===== src/rtl/ascon_round_sequencer_dom_pkg.sv =====
// Shared types and constants for the DOM-protected ASCON round sequencer.
// Latency: n/a (declarations only).
// Backpressure: n/a (declarations only).
package ascon_dom_pkg;

  typedef enum logic [1:0] {
    IDLE  = 2'd0,
    LOAD  = 2'd1,
    ROUND = 2'd2,
    DONE  = 2'd3
  } seq_state_e;

  // Command codes understood by the sibling round-constant register.
  typedef enum logic [1:0] {
    RC_CLEAR = 2'b00,
    RC_INC_A = 2'b01,
    RC_INC_B = 2'b10,
    RC_LOAD  = 2'b11
  } rcmode_e;

  localparam logic [3:0] RC_PA_START  = 4'h0;
  localparam logic [3:0] RC_PB6_START = 4'h6;
  localparam logic [3:0] RC_PB8_START = 4'h4;
  localparam logic [3:0] RC_LAST      = 4'hB;

  // All permutations end on constant index B, so the start index fixes the round count.
  function automatic logic [3:0] start_index(input logic mode, input int pb_rounds);
    if (!mode) return RC_PA_START;
    return (pb_rounds == 8) ? RC_PB8_START : RC_PB6_START;
  endfunction

endpackage


===== src/rtl/ascon_round_sequencer_dom_if.sv =====
// Handshake and datapath-strobe bundle between a controller and the round sequencer.
// Latency: n/a (wires only).
// Backpressure: start_i is only taken while ready_o is high; no other flow control.
// Ports: start_i/mode_i/abort_i (requests), ready_o/busy_o/done_o (status),
//        rcmode_o/constti_o (constant register), rnd_req_o/sbox_en_o/state_en_o/
//        round_idx_o/last_round_o (datapath strobes).
interface ascon_round_sequencer_dom_if;
  import ascon_dom_pkg::*;

  logic       start_i;
  logic       mode_i;
  logic       abort_i;
  logic       ready_o;
  logic       busy_o;
  rcmode_e    rcmode_o;
  logic [3:0] constti_o;
  logic       rnd_req_o;
  logic       sbox_en_o;
  logic       state_en_o;
  logic [3:0] round_idx_o;
  logic       last_round_o;
  logic       done_o;

  modport master (
    output start_i, mode_i, abort_i,
    input  ready_o, busy_o, rcmode_o, constti_o, rnd_req_o, sbox_en_o,
           state_en_o, round_idx_o, last_round_o, done_o
  );

  modport slave (
    input  start_i, mode_i, abort_i,
    output ready_o, busy_o, rcmode_o, constti_o, rnd_req_o, sbox_en_o,
           state_en_o, round_idx_o, last_round_o, done_o
  );

endinterface


===== src/rtl/ascon_round_sequencer_dom_phase_ctr.sv =====
// Round phase counter: counts 0..ROUND_CYCLES-1 while run is high, flags first/last phase.
// Latency: first/last are combinational from the registered phase.
// Backpressure: none; dropping run returns the counter to phase 0 on the next edge.
// Ports: clk, nRST (sync, active low), run (count enable, else clear), first, last.
module ascon_round_phase_ctr #(
  parameter int ROUND_CYCLES = 2
) (
  input  logic clk,
  input  logic nRST,
  input  logic run,
  output logic first,
  output logic last
);

  localparam int              PW         = $clog2(ROUND_CYCLES + 1);
  localparam logic [PW-1:0]   LAST_PHASE = PW'(ROUND_CYCLES - 1);

  logic [PW-1:0] phase;

  assign first = (phase == '0);
  assign last  = (phase == LAST_PHASE);

  always_ff @(posedge clk) begin
    if (!nRST) begin
      phase <= '0;
    end else if (!run) begin
      phase <= '0;
    end else if (last) begin
      phase <= '0;
    end else begin
      phase <= phase + 1'b1;
    end
  end

endmodule


===== src/rtl/ascon_round_sequencer_dom.sv =====
// Sequences one DOM-protected ASCON permutation (p^a 12 rounds, p^b 6/8 rounds) and drives
// the round-constant register plus S-box / mask / state-write strobes.
// Latency: done_o 2+N*ROUND_CYCLES cycles after accept; start_i only taken in IDLE (ready_o).
// Ports: clk, nRST (sync, active low), bus (slave side of ascon_round_sequencer_dom_if).
module ascon_round_sequencer_dom
  import ascon_dom_pkg::*;
#(
  parameter int ROUND_CYCLES = 2,
  parameter int PB_ROUNDS    = 6
) (
  input logic                          clk,
  input logic                          nRST,
  ascon_round_sequencer_dom_if.slave   bus
);

  if (PB_ROUNDS != 6 && PB_ROUNDS != 8) begin : g_bad_pb_rounds
    $error("ascon_round_sequencer_dom: PB_ROUNDS must be 6 or 8");
  end
  if (ROUND_CYCLES < 1) begin : g_bad_round_cycles
    $error("ascon_round_sequencer_dom: ROUND_CYCLES must be at least 1");
  end

  seq_state_e state_q, state_d;
  logic [3:0] idx_q, idx_d;
  logic       phase_first, phase_last;
  logic       phase_run;

  // Phase restarts at 0 whenever a round sequence is not actively running.
  assign phase_run = (state_q == ROUND) && !bus.abort_i;

  ascon_round_phase_ctr #(
    .ROUND_CYCLES (ROUND_CYCLES)
  ) u_phase (
    .clk   (clk),
    .nRST  (nRST),
    .run   (phase_run),
    .first (phase_first),
    .last  (phase_last)
  );

  always_ff @(posedge clk) begin
    if (!nRST) begin
      state_q <= IDLE;
      idx_q   <= '0;
    end else begin
      state_q <= state_d;
      idx_q   <= idx_d;
    end
  end

  assign bus.ready_o     = (state_q == IDLE);
  assign bus.busy_o      = (state_q == LOAD) || (state_q == ROUND);
  assign bus.round_idx_o = idx_q;

  always_comb begin
    state_d          = state_q;
    idx_d            = idx_q;
    bus.rcmode_o     = RC_CLEAR;
    bus.constti_o    = 4'h0;
    bus.rnd_req_o    = 1'b0;
    bus.sbox_en_o    = 1'b0;
    bus.state_en_o   = 1'b0;
    bus.last_round_o = 1'b0;
    bus.done_o       = 1'b0;

    unique case (state_q)
      IDLE: begin
        if (bus.start_i && !bus.abort_i) begin
          state_d = LOAD;
          idx_d   = start_index(bus.mode_i, PB_ROUNDS);
        end
      end
      LOAD: begin
        bus.rcmode_o  = RC_LOAD;
        bus.constti_o = idx_q;
        state_d       = ROUND;
      end
      ROUND: begin
        bus.rnd_req_o    = phase_first;
        bus.sbox_en_o    = phase_first;
        bus.state_en_o   = phase_last;
        bus.last_round_o = (idx_q == RC_LAST);
        if (!phase_last) begin
          // The constant register has no hold code: reload the mirrored index.
          bus.rcmode_o  = RC_LOAD;
          bus.constti_o = idx_q;
        end else if (idx_q != RC_LAST) begin
          bus.rcmode_o = RC_INC_A;
          idx_d        = idx_q + 4'd1;
        end else begin
          // Clear the register so it sits at 0 again once the run ends.
          state_d = DONE;
          idx_d   = '0;
        end
      end
      DONE: begin
        bus.done_o = 1'b1;
        state_d    = IDLE;
      end
      default: begin
        state_d = IDLE;
        idx_d   = '0;
      end
    endcase

    // Abort wins over everything outside IDLE: clear the constant and drop all strobes.
    if (bus.abort_i && (state_q != IDLE)) begin
      state_d          = IDLE;
      idx_d            = '0;
      bus.rcmode_o     = RC_CLEAR;
      bus.constti_o    = 4'h0;
      bus.rnd_req_o    = 1'b0;
      bus.sbox_en_o    = 1'b0;
      bus.state_en_o   = 1'b0;
      bus.last_round_o = 1'b0;
      bus.done_o       = 1'b0;
    end
  end

endmodule


===== src/flat_wrapper.sv =====
// flat-port wrapper written by rule: the top's interface ports become plain ports
module ascon_round_sequencer_dom_flat import ascon_dom_pkg::*;
#(
  parameter int ROUND_CYCLES = 2,
  parameter int PB_ROUNDS    = 6
)
  (clk, nRST, bus_start_i, bus_mode_i, bus_abort_i, bus_ready_o, bus_busy_o, bus_rcmode_o, bus_constti_o, bus_rnd_req_o, bus_sbox_en_o, bus_state_en_o, bus_round_idx_o, bus_last_round_o, bus_done_o);
  ascon_round_sequencer_dom_if bus_i ();
  input logic clk;
  input logic nRST;
  input wire logic [$bits(bus_i.start_i)-1:0] bus_start_i;
  input wire logic [$bits(bus_i.mode_i)-1:0] bus_mode_i;
  input wire logic [$bits(bus_i.abort_i)-1:0] bus_abort_i;
  output wire logic [$bits(bus_i.ready_o)-1:0] bus_ready_o;
  output wire logic [$bits(bus_i.busy_o)-1:0] bus_busy_o;
  output wire logic [$bits(bus_i.rcmode_o)-1:0] bus_rcmode_o;
  output wire logic [$bits(bus_i.constti_o)-1:0] bus_constti_o;
  output wire logic [$bits(bus_i.rnd_req_o)-1:0] bus_rnd_req_o;
  output wire logic [$bits(bus_i.sbox_en_o)-1:0] bus_sbox_en_o;
  output wire logic [$bits(bus_i.state_en_o)-1:0] bus_state_en_o;
  output wire logic [$bits(bus_i.round_idx_o)-1:0] bus_round_idx_o;
  output wire logic [$bits(bus_i.last_round_o)-1:0] bus_last_round_o;
  output wire logic [$bits(bus_i.done_o)-1:0] bus_done_o;
  assign bus_i.start_i = bus_start_i;
  assign bus_i.mode_i = bus_mode_i;
  assign bus_i.abort_i = bus_abort_i;
  assign bus_ready_o = bus_i.ready_o;
  assign bus_busy_o = bus_i.busy_o;
  assign bus_rcmode_o = bus_i.rcmode_o;
  assign bus_constti_o = bus_i.constti_o;
  assign bus_rnd_req_o = bus_i.rnd_req_o;
  assign bus_sbox_en_o = bus_i.sbox_en_o;
  assign bus_state_en_o = bus_i.state_en_o;
  assign bus_round_idx_o = bus_i.round_idx_o;
  assign bus_last_round_o = bus_i.last_round_o;
  assign bus_done_o = bus_i.done_o;
  ascon_round_sequencer_dom #(.ROUND_CYCLES(ROUND_CYCLES), .PB_ROUNDS(PB_ROUNDS)) u_core (.clk(clk), .nRST(nRST), .bus(bus_i));
endmodule

===== config.mk =====
export PLATFORM = sky130hd
export DESIGN_NAME = ascon_round_sequencer_dom_flat
export DESIGN_NICKNAME = d
export VERILOG_FILES = /design/src/rtl/ascon_round_sequencer_dom_pkg.sv /design/src/rtl/ascon_round_sequencer_dom_if.sv /design/src/rtl/ascon_round_sequencer_dom_phase_ctr.sv /design/src/rtl/ascon_round_sequencer_dom.sv /design/src/flat_wrapper.sv
export SDC_FILE = /design/constraint.sdc
export NUM_CORES = 1
export LEC_CHECK = 0
export ABC_AREA = 1
export CAP_MARGIN = 20
export CORE_MARGIN = 5
export CORE_UTILIZATION = 40
export CTS_CLUSTER_DIAMETER = 50
export CTS_CLUSTER_SIZE = 30
export DETAILED_ROUTE_END_ITERATION = 8
export PLACE_DENSITY = 0.72
export SYNTH_ARGS = -nofsm -noshare
export SYNTH_HDL_FRONTEND = slang
export SYNTH_HIERARCHICAL = 1
export SYNTH_SLANG_ARGS = --single-unit

===== constraint.sdc =====
create_clock -name clk -period 1.74 [get_ports clk]
set_input_delay 0.348 -clock clk [delete_from_list [all_inputs] [get_ports clk]]
set_output_delay 0.348 -clock clk [all_outputs]
set_load 0.1 [all_outputs]

# == Word level (Yosys, flattened, before mapping) ==
# Index checks and enable logic that the tools add are counted.
# op_classes
addsub,2
n_eq_ne,9
muxes,28
n_bitwise,2
n_reduce_logical,13
# ops
op,n
$mux 4,7
$pmux 4 s2,2
$mux 1,12
$mux 2,5
$pmux 2 s4,1
$reduce_and 3->1,2
$add 4x1->4 const B,1
$eq 2x1->1 const B,2
$eq 2x2->1 const B,2
$eq 4x4->1 const B,1
$logic_not 2->1,2
$ne 2x1->1 const B,2
$ne 4x4->1 const B,1
$pmux 2 s2,1
$reduce_bool 2->1,2
$logic_and 1x1->1,3
$reduce_or 3->1,1
$add 2x1->2 const B,1
$ne 2x2->1 const B,1
$not 1->1,2
$reduce_or 2->1,1
$logic_not 1->1,1
$logic_or 1x1->1,1
# totals
register_bits,8
input_bits,5
output_inout_bits,17

# == Depth between registers and ports, before layout ==
# logic_depth
word_depth,7
ltp_mapped,10
depth_no_buf,10

# == By module ==
# Netlist, hierarchy kept.
# modules_own_cells
mod,n_inst,cells_each,area_per_inst_um2,seq_area_each_um2
ascon_round_sequencer_dom,1,90,541.8,120.1
ascon_round_phase_ctr,1,11,97.6,40.0

# == Least setup slack after synthesis ==
# Ideal clock, no wire load.
# synth_timing
kind,register -> output
from,register u_core.state_q[0]
to,output bus_last_round_o
arrival_ps,3638
setup_slack_ps,-2246
stages_incl_launch_ff,5
path_buffers,0
cell_sequence,dfxtp_1 > inv_1 > ha_1 > nor2_1 > nor3_1
# synth_between
elab_chain_cells,3
word_cells_on_any_way,5
classes_between,eq/ne (1); mux (2); reduce/logical (2)
# synth_rtl
item,line_no,source
"start, declared",ascon_round_sequencer_dom.sv:23,"seq_state_e state_q, state_d;"
"start signal, assigned",ascon_round_sequencer_dom.sv:46,state_q <= state_d;
$eq 2x2->1 / $reduce_bool 2->1 (equally long branches),"ascon_round_sequencer_dom.sv:66, ascon_round_sequencer_dom.sv:107",
$mux 1 / $logic_and 1x1->1 (equally long branches),"ascon_round_sequencer_dom.sv:66, ascon_round_sequencer_dom.sv:107",
$mux 1 *,ascon_round_sequencer_dom.sv:107,if (bus.abort_i && (state_q != IDLE)) begin
"end, declared",flat_wrapper.sv:22,output wire logic [$bits(bus_i.last_round_o)-1:0] bus_last_round_o;
# Mark *: on every way between the ends. The rest lies on a longest branch, timed or not.

# == Final worst setup path ==
# layout_timing
from,register u_core.state_q[0]
to,output bus_constti_o[3]
# layout_between
elab_chain_cells,3
word_cells_on_any_way,6
classes_between,eq/ne (2); mux (2); reduce/logical (2)
# layout_rtl
item,line_no,source
"$eq 2x2->1, or another cell as far along",ascon_round_sequencer_dom.sv:66,unique case (state_q)
$pmux 4 s2 / $logic_and 1x1->1 (equally long branches),"ascon_round_sequencer_dom.sv:66, ascon_round_sequencer_dom.sv:107",
$mux 4 *,ascon_round_sequencer_dom.sv:107,
"end, declared",flat_wrapper.sv:17,output wire logic [$bits(bus_i.constti_o)-1:0] bus_constti_o;
# Marked as above.

==> results <==
- The run finished, with violations left.
- The checks that failed: setup timing.
- The synthesized netlist contains 21 unique library cells.
- The final number of max-transition violations is 0.
- The maximum buffer depth of the clock tree is 2.
- The clock arrives with 5.09 ps of skew.
- During placement, the flow inserted port buffers numbering 21.
- The area growth from synthesis to layout is 111%.
- The final route contains 805 vias.
- Summing all multi-input logic gate instances after layout gives 547 µm².
- The first-iteration detailed-routing DRC count is 50.
- The max-cap violation count is 0.
- After layout, the minimum clock period comes to 1950 ps.
- The starting utilization of the core area is 42.4%.
- The number of sinks driven by the clock tree is 8.
- The critical-path maximum fanout is 5.
- The post-cts hold buffer count is 0.
- The share of post-route cells with drive strength above 1 is 52.5%.
- OpenSTA, run right after detailed placement, puts the worst setup slack at -275 ps.
- After the flow finishes, the layout carries non-filler instances totaling 155.
- The core outline area is 1510 µm².
- STA puts the critical path data arrival time at 1600 ps.
- The critical path data required time is 1390 ps.
- The type of the tightest min-delay check is reg -> reg.
- After detailed routing, the average wire length per cell comes to 14.7 µm.
- Measured along the x axis, the die boundary spans 50.0 µm.
- The clock latency reported for the late side of the worst-skew pair is 260 ps.
- The level count of the clock H-tree is 1.
- Entering global routing, the biggest net connects 6 pins.
- The total wirelength of the detailed-routed design is 2270 µm.
- The worst setup path is launched from a flop.
- Setup repair after global routing could not meet its margin everywhere.
- Detailed placement finished with a half-perimeter wire length of 1500 µm.
- The die is 50.0 µm tall.
- The setup total negative slack is -1330 ps.
- In this run, synthesis produced a sequential element count of 8.
- The kind of end point of the critical path is an output port.
- The repair_antennas step left the layout with diodes totalling 0.
- Clock-pin slew was measured on the worst setup and hold paths at 60 ps.
- After synthesis the cells add up to 639 µm².
- The average instance area after synthesis is 6.33 µm².
- The post-detailed-route count of antenna-violating nets is 0.
- The number of filler instances in the final layout is 62.
- The CTS tree is done.
- Measured against its own limit, the worst slew margin works out to 78.3%.
- The number of endpoints with negative hold slack in the final report is 0.
- For this run, the register share of the synthesized area comes to 25.0%.
- The number of I/O pins is 22.
- Across all setup checks in the final design, the least slack found is -208 ps.
- The part of the cycle the worst path needs is 112%.
- The total instance count after detailed placement is 145.
- The number of antenna violations at the first check in global routing is 0.
- The pin slew with the least headroom to its limit is 324 ps.
- The number of nets in the layout is 152.
- For this run the aggregate overflow at the end of global routing stands at 0.
- The sequential cell area is 175 µm².
- The via count of the first global-routing pass is 769.
- For this run, the detailed router's first-pass iteration total came to 4.
- The number of DRC violations after detailed routing is 0.
- The floorplan step defined a die boundary enclosing 2500 µm².
- Global routing consumed, over all layers together, 16.3% of the routing resources.
- Synthesis produced 101 cells.
- Counting every net in the synthesized netlist gives 113.
- The number of rows in the core area is 14.
- The top cell types in the final layout, fill and taps aside, are nand2_1, buf_12, nor2_1.
- The per-cell via count in the routed design is 5.19.
- The root cell of the clock tree is clkbuf_4.
- The congestion estimate from routability-driven global placement came to 0.842.
- Setup violations remaining at the end of the flow were counted as 10.
- The critical path in this run is classified as reg -> out.
- Leaving out fill and tap cells, the most frequent cell in the layout is nand2_1.
- Once layout is complete, the utilization of the core stands at 89.4%.
- The first-pass GRT wire length is 3190 µm.
- In this run, CTS created clock tree buffers numbering 3.
- The achievable clock frequency is 513 MHz.
- The count of yosys warnings during synthesis is 6.
[layout make-up]
| type | count | area share (%) |
|---|---|---|
| Timing Repair Buffer | 35 | 36.5 |
| Multi-Input combinational cell | 72 | 40.6 |
| Clock buffer | 4 | 1.95 |
| Inverter | 20 | 6.41 |
| Sequential cell | 8 | 13.0 |
| Tap cell | 16 | 1.49 |
[stage by stage]
| step | hold slack (ps) | instance area [µm²] |
|---|---|---|
| 6_report | 456 | 1350 |
| 5_1_grt | 479 | 1350 |
| 4_1_cts | 454 | 1270 |
| 3_5_place_dp | 442 | 1190 |
| 3_3_place_gp | 428 | 1190 |
| 2_1_floorplan | 417 | 738 |
[Yosys cell counts]
cell type,count,area [µm²]
nand2_1,21,78.8
nor2_1,21,78.8
inv_1,18,67.6
dfxtp_1,8,160
ha_1,7,87.6
nor2_2,5,31.3
nand3_1,4,20.0
a21oi_1,3,15.0
inv_2,2,7.51
a21boi_0,1,7.51
buf_4,1,7.51
nand2_2,1,6.26
nand2_4,1,11.3
nand3_2,1,10.0
nand4_1,1,6.26
nor2_4,1,11.3
nor3_1,1,5.00
o21ai_0,1,5.00
o21ai_1,1,5.00
or2_4,1,8.76
xnor2_1,1,8.76
[logic make-up after synthesis]
family | count (synthesis) | share of synthesized area [%]
AOI/OAI and AO/OA | 6 | 5.09
DFF | 8 | 25.0
xor gates and xnor gates | 1 | 1.37
adders and majority gates | 7 | 13.7
and+or+nand+nor | 58 | 41.9
buffers and inverters | 21 | 12.9
[critical path, stage by stage (launching register included)]
cell and delay, ps:
dfxtp_2 330, inv_4 70, ha_4 150, inv_4 40
nor2_4 90, nor2_2 50, or2_4 290, nor2_4 120
buf_12 180
[registers in the layout, summed over array words and instances (netlist names)]
name                    cells
u_core/bus.round_idx_o      4
u_core/u_phase/phase        2
u_core/state_q              2
[worst paths after layout]
path                           start                         to  slack (ps)  cells after the start
min reg2reg  u_core/u_phase/phase[0]    u_core/u_phase/phase[0]         460                      1
min          u_core/u_phase/phase[0]    u_core/u_phase/phase[0]         460                      1
max                u_core/state_q[0]           bus_constti_o[3]        -210                      8
max reg2reg        u_core/state_q[0]  u_core/bus.round_idx_o[0]          90                     11
[metal layers]
metal  track usage, %  part of all wire [%]  up-vias
met5                0                     0        -
met2             28.5                    52       51
met4             10.9                   3.9        0
li1                 -                     -      380
met1             17.6                    36      358
met3             2.41                   7.8       16
[repair_timing]
action	in CTS	in global routing
endpoints found under the setup margin	11	11
setup buffers	2	6
gates resized for setup	14	9
pin swaps	8	9
Power is not shown: default switching activity piles up to over one toggle a cycle in this logic, so the estimate is an artifact.
